### config.mk
export PLATFORM = sky130hd
export DESIGN_NAME = pea_invoke_scheduler_flat
export DESIGN_NICKNAME = d
export VERILOG_FILES = /design/src/rtl/pea_invoke_if.sv /design/src/rtl/pea_invoke_scheduler.sv /design/src/flat_wrapper.sv
export SDC_FILE = /design/constraint.sdc
export NUM_CORES = 1
export LEC_CHECK = 0
export ABC_AREA = 1
export ABC_CLOCK_PERIOD_IN_PS = 2300
export BUFFER_PORTS_ARGS = -buffer_cell sky130_fd_sc_hd__buf_4
export CORE_MARGIN = 2
export CORE_UTILIZATION = 55
export CTS_BUF_LIST = sky130_fd_sc_hd__clkbuf_8
export CTS_CLUSTER_DIAMETER = 60
export DETAILED_ROUTE_END_ITERATION = 10
export GPL_ROUTABILITY_DRIVEN = 0
export HOLD_SLACK_MARGIN = 0.12
export PLACE_DENSITY = 0.73
export SYNTH_ARGS = -nofsm -noshare
export SYNTH_HDL_FRONTEND = slang
export SYNTH_SLANG_ARGS = --single-unit
### constraint.sdc
create_clock -name clk -period 2.3 [get_ports clk]
set_input_delay 0.115 -clock clk [delete_from_list [all_inputs] [get_ports clk]]
set_output_delay 0.115 -clock clk [all_outputs]
set_load 0.02 [all_outputs]
### src/rtl/pea_invoke_if.sv
// Handshake bundle between the PEA invoke scheduler and its host/PEA side.
// master: host/PEA side drives start/num_instr/enable/FC; slave: scheduler.
interface pea_invoke_if #(
    parameter int IW    = 5,
    parameter int CNT_W = 16
);
    logic             start;
    logic [IW-1:0]    num_instr;
    logic             enable;
    logic             FC;
    logic [1:0]       next_instr;
    logic             invoke;
    logic             busy;
    logic             done;
    logic             error;
    logic [1:0]       err_code;
    logic [CNT_W-1:0] fire_count;
    logic [IW-1:0]    instr_count;

    modport master (
        output start, num_instr, enable, FC,
        input  next_instr, invoke, busy, done,
        input  error, err_code, fire_count, instr_count
    );

    modport slave (
        input  start, num_instr, enable, FC,
        output next_instr, invoke, busy, done,
        output error, err_code, fire_count, instr_count
    );
endinterface

### src/rtl/pea_invoke_scheduler.sv
// Sequences CFDF firing phases (SETUP -> INSTR [-> OUTPUT]) of the PEA.
// Ports: clk, rst (sync, active high), bus (pea_invoke_if.slave).
module pea_invoke_scheduler #(
    parameter int MAX_INSTR   = 16,
    parameter int CNT_W       = 16,
    parameter int SETTLE      = 2,
    parameter int EN_RETRY    = 8,
    parameter int FC_TIMEOUT  = 1024,
    parameter bit WITH_OUTPUT = 1'b0
) (
    input logic         clk,
    input logic         rst,
    pea_invoke_if.slave bus
);
    localparam int IW = $clog2(MAX_INSTR + 1);
    localparam int SW = $clog2(SETTLE + 1);
    localparam int RW = $clog2(EN_RETRY + 1);
    localparam int TW = $clog2(FC_TIMEOUT + 1);

    localparam logic [1:0] PH_SETUP = 2'b00;
    localparam logic [1:0] PH_INSTR = 2'b01;
    localparam logic [1:0] PH_OUT   = 2'b10;

    typedef enum logic [3:0] {
        S_IDLE, S_SET_MODE, S_SETTLE, S_CHECK_EN, S_INVOKE,
        S_WAIT_FC, S_ADVANCE, S_DONE, S_ERROR
    } state_t;

    state_t           state_q, state_d;
    logic [1:0]       phase_q, phase_d;
    logic [1:0]       mode_q, mode_d;
    logic [IW-1:0]    num_q, num_d;
    logic [IW-1:0]    instr_q, instr_d;
    logic [IW-1:0]    instr_inc;
    logic [CNT_W-1:0] fire_q, fire_d;
    logic [SW-1:0]    settle_q, settle_d;
    logic [RW-1:0]    retry_q, retry_d;
    logic [TW-1:0]    timer_q, timer_d;
    logic             err_q, err_d;
    logic [1:0]       code_q, code_d;
    logic             invoke_q, invoke_d;
    logic             busy_q, busy_d;
    logic             done_q, done_d;

    assign instr_inc = instr_q + 1'b1;

    always_comb begin
        state_d  = state_q;
        phase_d  = phase_q;
        mode_d   = mode_q;
        num_d    = num_q;
        instr_d  = instr_q;
        fire_d   = fire_q;
        settle_d = settle_q;
        retry_d  = retry_q;
        timer_d  = timer_q;
        err_d    = err_q;
        code_d   = code_q;
        unique case (state_q)
            S_IDLE, S_ERROR: begin
                if (bus.start) begin
                    num_d   = bus.num_instr;
                    instr_d = '0;
                    fire_d  = '0;
                    err_d   = 1'b0;
                    code_d  = 2'b00;
                    phase_d = PH_SETUP;
                    state_d = (bus.num_instr == '0) ? S_DONE
                                                    : S_SET_MODE;
                end
            end
            S_SET_MODE: begin
                mode_d   = phase_q;
                settle_d = '0;
                state_d  = S_SETTLE;
            end
            S_SETTLE: begin
                retry_d = '0;
                if (settle_q == SW'(SETTLE - 1)) begin
                    state_d = S_CHECK_EN;
                end else begin
                    settle_d = settle_q + 1'b1;
                end
            end
            S_CHECK_EN: begin
                if (bus.enable) begin
                    state_d = S_INVOKE;
                end else if (retry_q == RW'(EN_RETRY - 1)) begin
                    err_d   = 1'b1;
                    code_d  = 2'b01;
                    state_d = S_ERROR;
                end else begin
                    retry_d = retry_q + 1'b1;
                end
            end
            // FC seen during the invoke cycle belongs to an older firing.
            S_INVOKE: begin
                timer_d = '0;
                state_d = S_WAIT_FC;
            end
            S_WAIT_FC: begin
                if (bus.FC) begin
                    if (fire_q != '1) begin
                        fire_d = fire_q + 1'b1;
                    end
                    state_d = S_ADVANCE;
                end else if (timer_q == TW'(FC_TIMEOUT - 1)) begin
                    err_d   = 1'b1;
                    code_d  = 2'b10;
                    state_d = S_ERROR;
                end else begin
                    timer_d = timer_q + 1'b1;
                end
            end
            S_ADVANCE: begin
                state_d = S_SET_MODE;
                if (phase_q == PH_SETUP) begin
                    phase_d = PH_INSTR;
                end else if (phase_q == PH_INSTR && WITH_OUTPUT) begin
                    phase_d = PH_OUT;
                end else begin
                    instr_d = instr_inc;
                    phase_d = PH_SETUP;
                    if (instr_inc == num_q) begin
                        state_d = S_DONE;
                    end
                end
            end
            S_DONE: begin
                mode_d  = PH_SETUP;
                state_d = S_IDLE;
            end
            default: state_d = S_IDLE;
        endcase
        invoke_d = (state_d == S_INVOKE);
        busy_d   = (state_d != S_IDLE) && (state_d != S_ERROR);
        // done lands as the scheduler returns to IDLE
        done_d   = (state_q == S_DONE);
    end

    always_ff @(posedge clk) begin
        if (rst) begin
            state_q  <= S_IDLE;
            phase_q  <= PH_SETUP;
            mode_q   <= PH_SETUP;
            num_q    <= '0;
            instr_q  <= '0;
            fire_q   <= '0;
            settle_q <= '0;
            retry_q  <= '0;
            timer_q  <= '0;
            err_q    <= 1'b0;
            code_q   <= 2'b00;
            invoke_q <= 1'b0;
            busy_q   <= 1'b0;
            done_q   <= 1'b0;
        end else begin
            state_q  <= state_d;
            phase_q  <= phase_d;
            mode_q   <= mode_d;
            num_q    <= num_d;
            instr_q  <= instr_d;
            fire_q   <= fire_d;
            settle_q <= settle_d;
            retry_q  <= retry_d;
            timer_q  <= timer_d;
            err_q    <= err_d;
            code_q   <= code_d;
            invoke_q <= invoke_d;
            busy_q   <= busy_d;
            done_q   <= done_d;
        end
    end

    assign bus.next_instr  = mode_q;
    assign bus.invoke      = invoke_q;
    assign bus.busy        = busy_q;
    assign bus.done        = done_q;
    assign bus.error       = err_q;
    assign bus.err_code    = code_q;
    assign bus.fire_count  = fire_q;
    assign bus.instr_count = instr_q;
endmodule
### src/flat_wrapper.sv
// flat-port wrapper written by rule: the top's interface ports become plain ports
module pea_invoke_scheduler_flat 
#(
    parameter int MAX_INSTR   = 16,
    parameter int CNT_W       = 16,
    parameter int SETTLE      = 2,
    parameter int EN_RETRY    = 8,
    parameter int FC_TIMEOUT  = 1024,
    parameter bit WITH_OUTPUT = 1'b0
)
  (clk, rst, bus_start, bus_num_instr, bus_enable, bus_FC, bus_next_instr, bus_invoke, bus_busy, bus_done, bus_error, bus_err_code, bus_fire_count, bus_instr_count);
  pea_invoke_if #(.CNT_W(CNT_W)) bus_i ();
  input logic clk;
  input logic rst;
  input wire logic [$bits(bus_i.start)-1:0] bus_start;
  input wire logic [$bits(bus_i.num_instr)-1:0] bus_num_instr;
  input wire logic [$bits(bus_i.enable)-1:0] bus_enable;
  input wire logic [$bits(bus_i.FC)-1:0] bus_FC;
  output wire logic [$bits(bus_i.next_instr)-1:0] bus_next_instr;
  output wire logic [$bits(bus_i.invoke)-1:0] bus_invoke;
  output wire logic [$bits(bus_i.busy)-1:0] bus_busy;
  output wire logic [$bits(bus_i.done)-1:0] bus_done;
  output wire logic [$bits(bus_i.error)-1:0] bus_error;
  output wire logic [$bits(bus_i.err_code)-1:0] bus_err_code;
  output wire logic [$bits(bus_i.fire_count)-1:0] bus_fire_count;
  output wire logic [$bits(bus_i.instr_count)-1:0] bus_instr_count;
  assign bus_i.start = bus_start;
  assign bus_i.num_instr = bus_num_instr;
  assign bus_i.enable = bus_enable;
  assign bus_i.FC = bus_FC;
  assign bus_next_instr = bus_i.next_instr;
  assign bus_invoke = bus_i.invoke;
  assign bus_busy = bus_i.busy;
  assign bus_done = bus_i.done;
  assign bus_error = bus_i.error;
  assign bus_err_code = bus_i.err_code;
  assign bus_fire_count = bus_i.fire_count;
  assign bus_instr_count = bus_i.instr_count;
  pea_invoke_scheduler #(.MAX_INSTR(MAX_INSTR), .CNT_W(CNT_W), .SETTLE(SETTLE), .EN_RETRY(EN_RETRY), .FC_TIMEOUT(FC_TIMEOUT), .WITH_OUTPUT(WITH_OUTPUT)) u_core (.clk(clk), .rst(rst), .bus(bus_i));
endmodule
; ---- Word level (Yosys, flattened, before mapping)
; Cells that the tools add are included.
[totals]
out_inout_bits = 29
word_cells = 106
in_bits = 10
register_bits = 57
[classes]
eq_ne = 26
addsub = 5
reduce_logical = 21
muxes = 40
[op_table]
columns = operator, n
row1 = $mux 16, 3
row2 = $mux 4, 9
row3 = $pmux 16 s2, 1
row4 = $pmux 4 s7, 1
row5 = $eq 4x3->1 const B, 6
row6 = $mux 11, 2
row7 = $pmux 11 s2, 1
row8 = $add 16x1->16 const B, 1
row9 = $ne 16x16->1 const B, 1
row10 = $ne 2x2->1 const B, 8
row11 = $mux 2, 6
row12 = $pmux 2 s2, 3
row13 = $reduce_bool 2->1, 6
row14 = $add 11x1->11 const B, 1
row15 = $eq 11x10->1 const B, 1
row16 = $mux 5, 2
row17 = $pmux 5 s2, 1
row18 = $reduce_and 3->1, 3
row19 = $eq 4x2->1 const B, 2
row20 = $pmux 4 s2, 1
row21 = $mux 1, 6
row22 = $mux 3, 2
row23 = $ne 2x1->1 const B, 3
row24 = $pmux 2 s3, 1
row25 = other kinds (19), 21

; ---- Depth between registers and ports, before layout
; Gate-level depths: netlist (run 1).
[logic_depth]
ltp_word = 7
ltp_mapped = 11
depth_no_buf = 11

; ---- Worst setup path after synthesis (run 1)
; Ideal clock, no wire load.
[synth_path]
kind = register to register
start = reg u_core.fire_q[0], in the netlist u_core.bus.fire_count[0]
end = reg u_core.fire_q[3], in the netlist u_core.bus.fire_count[3]
setup_slack_ns = 0.518
setup_time_ns = 0.138
path_buffers = 1
period_less_slack_ns = 1.782
required_time_ns = 2.162
arrival_ns = 1.645
path_stages_with_launch = 12
path_cell_list = dfxtp_1 > ha_1 > nand2_2 > nor2_4 > nand2_2 > o21ai_4 > nand2_4 > nand2_8 > inv_2 > buf_6 > nand2_1 > a21oi_2
[synth_via]
elab_chain_len = 4
word_cells_on_any_way = 7
classes_between = add/sub: 1 / eq/ne: 2 / mux: 3 / reduce/logical: 1
[synth_lines]
columns = item, line
row1 = from (decl), pea_invoke_scheduler.sv:35  ; logic [CNT_W-1:0] fire_q, fire_d;
row2 = from (signal assigned), pea_invoke_scheduler.sv:163  ; fire_q <= fire_d;
row3 = $add 16x1->16, pea_invoke_scheduler.sv:104  ; fire_d = fire_q + 1'b1;
row4 = $mux 16, pea_invoke_scheduler.sv:103  ; if (fire_q != '1) begin
row5 = $mux 16, pea_invoke_scheduler.sv:102  ; if (bus.FC) begin
row6 = $pmux 16 s2, pea_invoke_scheduler.sv:59  ; unique case (state_q)
; Several ways; a longest one is shown, not always the timed one. The select of a mux whose other input is x is not followed.
; A chain may end at the register's enable or synchronous reset.

; ---- Final worst setup path (run 1)
[layout_path]
start = reg u_core.timer_q[0]
end = reg u_core.timer_q[2]
[layout_via]
elab_chain_len = 4
word_cells_on_any_way = 7
classes_between = add/sub: 1 / eq/ne: 2 / mux: 3 / reduce/logical: 1
[layout_lines]
columns = item, line
row1 = from (decl), pea_invoke_scheduler.sv:38  ; logic [TW-1:0] timer_q, timer_d;
row2 = from (signal assigned), pea_invoke_scheduler.sv:166  ; timer_q <= timer_d;
row3 = $add 11x1->11, pea_invoke_scheduler.sv:112  ; timer_d = timer_q + 1'b1;
row4 = $mux 11, pea_invoke_scheduler.sv:107  ; end else if (timer_q == TW'(FC_TIMEOUT - 1)) begin
row5 = $mux 11, pea_invoke_scheduler.sv:102
row6 = $pmux 11 s2, pea_invoke_scheduler.sv:59
; Several ways; a longest one is shown, not always the timed one. The select of a mux whose other input is x is not followed.

==> run_results.csv, run 1 <==
group,metric,value,unit
critical_path,slowest_delay,0.39,ns
critical_path,cp_cell_sequence,"ha_1, nand2_1, nor2_1, nand3_1, nand2_1, nand2_1, nand2_2, inv_2, nand2_1, nand2_1, a21oi_1",
power_and_ir_drop,pwr-share-clk,33.0,%
route,finalWirelength,7.221,mm
critical_path,worst_ep_arrival_time,2.12,ns
clocking,cts-root-buf,"clkbuf_8",
route,avgViaCountPerCell,5.120,
power_and_ir_drop,p_int,1.455,mW
power_and_ir_drop,power_density,564.3,nW/um^2
synth,avgSynthCellArea,6.603,sq um
clocking,clk_pin_slew,0.10,ns
worst_hold_path,hold_depth,3,
floorplanning,io_pins,39,
power_and_ir_drop,irDropWorstVdd,379.0,uV
synth,yosys-top-cells-area,"dfxtp_1 35%, nand2_1 16%, nor2_1 7.8%",
floorplanning,start_util,56.71,%
power_and_ir_drop,p_leak,1.415,nW
critical_path,crit_start,"u_core.timer_q[0]",
timing,fin_worst_skew,0.008183,ns
layout,areaGrowthSynthToFinish,15.26,%
floorplanning,die_area,6297,sq um
layout,fin_nets,527,
critical_path,critPathCaptureType,"flop",
synth,ys.flop_type,"dfxtp_1",
clocking,cts_buffers,5,
synth,synth_commonest_cells,"136 x nand2_1, 65 x nor2_1, 55 x dfxtp_1, 47 x inv_1, 31 x a21oi_1",
route,postRouteAntennaNets,0,
power_and_ir_drop,p_sw_share,28.40,%
place,place_hpwl,5.214,mm
worst_hold_path,worstHoldEndpoint,"u_core.num_q[4]",
power_and_ir_drop,power_frac_seq,50.1,%
critical_path,required,2.54,ns
floorplanning,die_x,79.36,microns
route,first_pass_iters,4,
layout,fin_area,3600,sq um
synth,yosysWarnings,0,
critical_path,worst_path_most_repeated_cell,"nand2_1",
timing,rsz0062_at_grt,"false",
synth,synth_edf_count,0,
place,placed_area,3430,sq um
critical_path,r2r_setup_slack,0.42,ns
clocking,cts_buffer_depth,2,
route,post_drt_wl_per_cell,12.34,microns
timing,tns,0,ns
synth,synthesis.area,3123,sq um
synth,async_reset_ff_share,0,%
run,maxCapViolCount,0,
global_route,grt.total_usage,25.31,%
global_route,grt_pass1_vias,2878,
place,portBuffers,37,
critical_path,start_kind,"flop",
timing,finalSetupViolCount,0,
synth,netlist-cell-type-count,33,
critical_path,critPathMaxFanout,12,
global_route,grt_max_degree,35,
critical_path,critPathKind,"flop to flop",
synth,syn_nets,488,
timing,finalMaxSlewViolations,0,
worst_hold_path,hold_path.class,"primary input to flop",
global_route,grt-ovfl-total,0,
timing,max_freq,532.6,MHz
floorplanning,coreArea,5507,sq um
timing,hold_viol_final,0,
critical_path,rr_startpoint,"u_core.timer_q[0]",
critical_path,reg2regPathDepth,11,
layout,final_core_util,65.37,%
clocking,clock-sinks,55,
synth,ys_ff_latch,55,
layout,antennaDiodeCount,0,
timing,period_needed,1.878,ns
critical_path,path_buf_inv,1,
critical_path,slowest_stage,"dfxtp_1",
power_and_ir_drop,power,2.031,mW
route,drc_errors,0,
timing,hold_ws,0.1276,ns
global_route,antenna_found_initial,0,
power_and_ir_drop,switchingPower,576.9,uW
route,via_count,2995,
floorplanning,die_h,79.36,microns
clocking,cts.htree.levels,2,
clocking,cts_tree,"yes",
synth,ys_seq_area_share,35.26,%
power_and_ir_drop,pwr-share-comb,16.9,%
synth,synth.most_common_cell,"nand2_1",
synth,syn_inst,473,
layout,drive_gt1_share,15.01,%
synth,synth_top_area_cell,"dfxtp_1",
route,initialDrtViolationCount,133,
timing,period_share,81.63,%
synth,synth_top_area_share,35.26,%
clocking,clk_latency,0.31,ns
critical_path,crit_family,"simple AND/OR/NAND/NOR gates",
run_status,status,"finished, final reports clean",
critical_path,cp_num_cells,11,
critical_path,r2r_end,"u_core.timer_q[2]",
global_route,grt_pass1_wl,12.94,mm
worst_hold_path,holdCritStartpoint,"bus_num_instr[4]",
floorplanning,rows,27,
stage by stage:
step,instances,worst slack [ns]
finish,585,0.4224
global route,585,0.1213
CTS,585,0.2779
detailed placement,572,0.2946
global placement,572,0.3880
floorplan,473,0.5177
area by class of cell:
class                   instances  area, sq um
inverters                      53        198.9
fillers                       495         1907
repair buffers                 43        335.3
clock buffers                   6        82.58
clock inverters                 2        35.03
multi-input cells             354         1757
well taps                      72        90.09
flip-flops and latches         55         1101
power groups by stage:
stage	combinational, mW	clock (mW)	sequential, mW
CTS	0.344	0.689	1.02
detailed placement	0.335	0	1.04
finish	0.343	0.671	1.02
global placement	0.332	0	1.04
global route	0.387	0.723	1.02
floorplan	0.241	0	1.05
layout by cell type, fill, tap and decap left out, drive strengths merged:
master | Yosys | layout
a211oi | 2 | 2
a21oi | 41 | 41
a311oi | 1 | 1
a31o | 1 | 1
buf | 5 | 38
bufinv | 0 | 1
clkbuf | 6 | 6
clkinv | 0 | 1
conb | 1 | 1
dfxtp | 55 | 55
dlygate4sd3 | 0 | 5
ha | 5 | 5
inv | 53 | 53
nand2 | 145 | 145
nand3 | 30 | 30
nand3b | 3 | 3
nand4 | 10 | 10
nor2 | 68 | 68
nor3 | 10 | 10
nor3b | 3 | 3
o211ai | 1 | 1
o21ai | 17 | 17
o22ai | 1 | 1
xnor2 | 3 | 3
xor2 | 12 | 12
timing repair:
item / CTS / global route
setup endpoints to repair: 0 / 4
resized for setup: 0 / 1
hold endpoints to repair: 5 / 0
hold buffers: 5 / 0
buffers inserted: 0 / 0
worst max path at each step:
stage | slack [ns] | endpoint
global placement | 0.39 | u_core.timer_q[2]
global route | 0.12 | u_core.timer_q[2]
finish | 0.42 | u_core.timer_q[2]
CTS | 0.28 | u_core.timer_q[2]
floorplan | 0.52 | u_core.bus.fire_count[3]
detailed placement | 0.29 | u_core.timer_q[2]
layer usage:
metal | global-route usage [%] | routed length (microns)
met5 | 0 | 0
met4 | 6.897 | 63
met3 | 3.864 | 293
met2 | 43.47 | 3357
met1 | 33.03 | 3506
worst register-to-register path, delay by kind of cell, from the launching register on:
family | cells | cell delay (ns)
compound gates | 1 | 0.11
fa+ha+maj | 1 | 0.25
buf+inv | 1 | 0.14
flops | 1 | 0.39
simple gates | 8 | 0.92
cells by family after synthesis:
logic type / after synthesis / synth area share, %
simple gates: 269 / 37.50
other cells: 1 / 0.1201
compound gates: 64 / 12.34
xor+xnor: 15 / 4.207
flops: 55 / 35.26
buf+inv: 64 / 8.573
fa+ha+maj: 5 / 2.003
flip-flops by register name, summed over array words and instances (netlist names):
| name | flops |
|---|---|
| u_core.bus.busy | 1 |
| u_core.retry_q | 4 |
| u_core.bus.invoke | 1 |
| u_core.phase_q | 1 |
| u_core.bus.error | 1 |
| u_core.timer_q | 11 |
| u_core.bus.fire_count | 16 |
| u_core.bus.err_code | 2 |
| u_core.state_q | 4 |
| u_core.bus.instr_count | 5 |
| u_core.num_q | 5 |
| u_core.bus.next_instr | 1 |
| u_core.bus.done | 1 |
| u_core.settle_q | 2 |
Power figures use the tool's default switching activity.
==> run 2: changes to the inputs <==
- ABC_AREA: 1 -> 0
- ABC_CLOCK_PERIOD_IN_PS: 2300 -> 1570
- CORE_UTILIZATION: 55 -> 54
- PLACE_DENSITY: 0.73 -> 0.75
- clock period: 2.3 -> 1.57 ns (I/O delays scaled with it)
==> run_results.csv, run 2 <==
group,metric,value,unit
synth,synth_mux_area_share,1.364,%
synth,synthSimpleGateAreaFrac,29.03,%
global_route,grt.total_usage,34.38,%
synth,synth_commonest_cells,"55 x dfxtp_1, 33 x a21oi_1, 33 x nor2_1, 29 x nand2_1, 20 x o21ai_0",
power_and_ir_drop,pwr-share-comb,27.4,%
critical_path,critPathMaxFanout,12,
power_and_ir_drop,irDropWorstVdd,471.8,uV
route,first_pass_iters,5,
floorplanning,die_x,77.73,microns
timing,tns,-9.111,ns
power_and_ir_drop,power_density,682.0,nW/um^2
critical_path,start_kind,"flop",
clocking,clk_latency,0.34,ns
layout,fin_nets,507,
synth,synth_top_area_share,37.51,%
timing,period_needed,2.024,ns
route,via_count,3883,
clocking,cts-root-buf,"clkbuf_8",
timing,finalWorstSetupSlack,-0.4545,ns
floorplanning,coreArea,5172,sq um
clocking,cts_tree,"yes",
layout,drive_gt1_share,53.55,%
layout,largest_reg_flops,16,
synth,synth_top_area_cell,"dfxtp_1",
worst_hold_path,hold_path.class,"primary input to flop",
route,post_drt_wl_per_cell,23.48,microns
timing,finalMaxSlewViolations,0,
global_route,grt-ovfl-total,0,
synth,syn_inst,352,
clocking,clock-sinks,55,
layout,antennaDiodeCount,0,
power_and_ir_drop,power_frac_seq,45.7,%
synth,synth_top_family_by_area,"simple AND/OR/NAND/NOR gates",
floorplanning,rows,26,
global_route,grt_pass1_wl,16.48,mm
layout,most-common-layout-cells,"126 x buf_4, 28 x nor2_1, 28 x dfxtp_1, 25 x a21oi_1, 24 x nand2_1",
synth,async_reset_ff_share,0,%
layout,multiInputGateArea,2146,sq um
critical_path,slowest_stage,"dfxtp_4",
timing,fin_worst_skew,0.01839,ns
power_and_ir_drop,p_int,2.141,mW
run,maxCapViolCount,0,
clocking,clk_pin_slew,0.10,ns
floorplanning,die_h,77.73,microns
critical_path,critPathCaptureType,"flop",
synth,synth_xor_area_share,3.282,%
critical_path,crit_family,"compound AO/OA/AOI/OAI gates",
critical_path,slowest_delay,0.47,ns
synth,avgSynthCellArea,8.339,sq um
global_route,antenna_found_initial,0,
place,portBuffers,37,
critical_path,rr_startpoint,"u_core.state_q[1]",
synth,synth_compound_area_share,21.44,%
floorplanning,start_util,56.75,%
route,avgViaCountPerCell,6.897,
route,drc_errors,0,
synth,netlist-cell-type-count,70,
synth,ys.flop_type,"dfxtp_1",
critical_path,required,1.80,ns
place,place_hpwl,5.802,mm
synth,ys_ff_latch,55,
floorplanning,die_area,6041,sq um
synth,ys_seq_area_share,37.51,%
critical_path,crit_start,"u_core.state_q[1]",
timing,max_freq,494.0,MHz
synth,synth.most_common_cell,"dfxtp_1",
critical_path,path_buf_inv,1,
critical_path,critPathKind,"flop to flop",
timing,finalSetupViolCount,42,
timing,period_share,128.9,%
power_and_ir_drop,switchingPower,1.076,mW
layout,register_area,1155,sq um
clocking,cts_buffer_depth,2,
layout,fillCellCount,188,
layout,areaGrowthSynthToFinish,60.70,%
clocking,cts.htree.levels,2,
run_status,status,"finished with violations",
route,initialDrtViolationCount,526,
route,postRouteAntennaNets,0,
power_and_ir_drop,p_leak,1.854,nW
power_and_ir_drop,p_sw_share,33.45,%
critical_path,worst_ep_arrival_time,2.25,ns
timing,hold_viol_final,0,
synth,yosysWarnings,0,
timing,rsz0062_at_grt,"true",
layout,final_common_cell,"buf_4",
global_route,grt_max_degree,30,
global_route,grt_pass1_vias,3318,
power_and_ir_drop,power,3.217,mW
synth,synth_adder_area_share,2.131,%
floorplanning,io_pins,39,
run_status,violations,"negative setup slack",
route,finalWirelength,13.22,mm
power_and_ir_drop,pwr-share-clk,26.9,%
worst_hold_path,holdCritStartpoint,"rst",
synth,yosys-top-cells-area,"dfxtp_1 38%, a21oi_1 5.6%, nor2_1 4.2%",
clocking,cts_buffers,5,
critical_path,cp_cell_sequence,"buf_4, nand2b_1, o21ai_0, a21oi_1, or3_1, a21boi_0",
synth,synthesis.area,2935,sq um
synth,syn_nets,367,
synth,synth_edf_count,0,
## run 2: power groups by stage
stage | clock, mW | combinational, mW | sequential (mW)
floorplan | 0 | 0.337 | 1.50
global placement | 0 | 0.542 | 1.49
detailed placement | 0 | 0.557 | 1.49
CTS | 0.821 | 0.706 | 1.46
global route | 0.903 | 0.917 | 1.47
finish | 0.866 | 0.882 | 1.47
## run 2: path summary, 6_finish.rpt
kind                            slack [ns]  cells after the start                endpoint
worst min-delay path                  0.16                      2       u_core.retry_q[1]
worst max register to register       -0.45                      6       u_core.state_q[3]
worst min register to register        0.49                      2  u_core.bus.err_code[0]
worst max-delay path                 -0.45                      6       u_core.state_q[3]
## run 2: routing by layer
| layer | GRT usage, % | routed length (microns) | vias up | part of all wire, % |
|---|---|---|---|---|
| li1 | - | - | 1598 | - |
| met1 | 41.70 | 4582 | 1777 | 35 |
| met2 | 58.88 | 6160 | 379 | 47 |
| met3 | 5.581 | 1483 | 129 | 11 |
| met4 | 16.61 | 992 | 0 | 7.5 |
| met5 | 0 | 0 | - | 0 |
## run 2: cell families (layout without fill, tap and decap cells)
logic type,count (synthesis),in the layout
buffers and inverters,27,164
XOR/XNOR,11,11
multiplexers,4,4
adder cells (fa/ha/maj),5,5
AO/OA/AOI/OAI,96,100
flip-flops,55,55
other,1,1
AND/OR/NAND/NOR,153,153
## run 2: worst register-to-register path: stages, from the launching register on
cell      delay (ns)
dfxtp_4         0.47
buf_4           0.21
nand2b_1        0.10
o21ai_0         0.31
a21oi_1         0.19
or3_1           0.40
a21boi_0        0.26
## run 2: repair_timing
action	in CTS	in global routing
hold buffers	5	0
endpoints found under the hold margin	5	0
buffers inserted	11	14
endpoints found under the setup margin	42	47
gates resized for setup	57	54
gates cloned	4	0
pin swaps	15	33
## run 2: layout make-up
class                           count  share of cell area, %
Clock inverter                      3                 0.3979
Clock buffer                        5                  1.459
Inverter                            6                 0.4775
Sequential cell                    55                  24.48
Tap cell                           70                  1.857
Multi-Input combinational cell    274                  45.49
Timing Repair Buffer              150                  25.84
## run 2: stage by stage
stage               setup slack, ns  area (sq um)  std cells  hold WS (ns)  utilization (%)
floorplan                   -0.2374          3072        352        0.2145                -
global placement            -0.2737          3935        525        0.3358            76.08
detailed placement          -0.3200          3935        525        0.3460            76.08
CTS                         -0.2615          4441        553        0.1294            85.85
global route                -0.5102          4717        563        0.1507            91.20
finish                      -0.4545          4717        563        0.1569            91.20
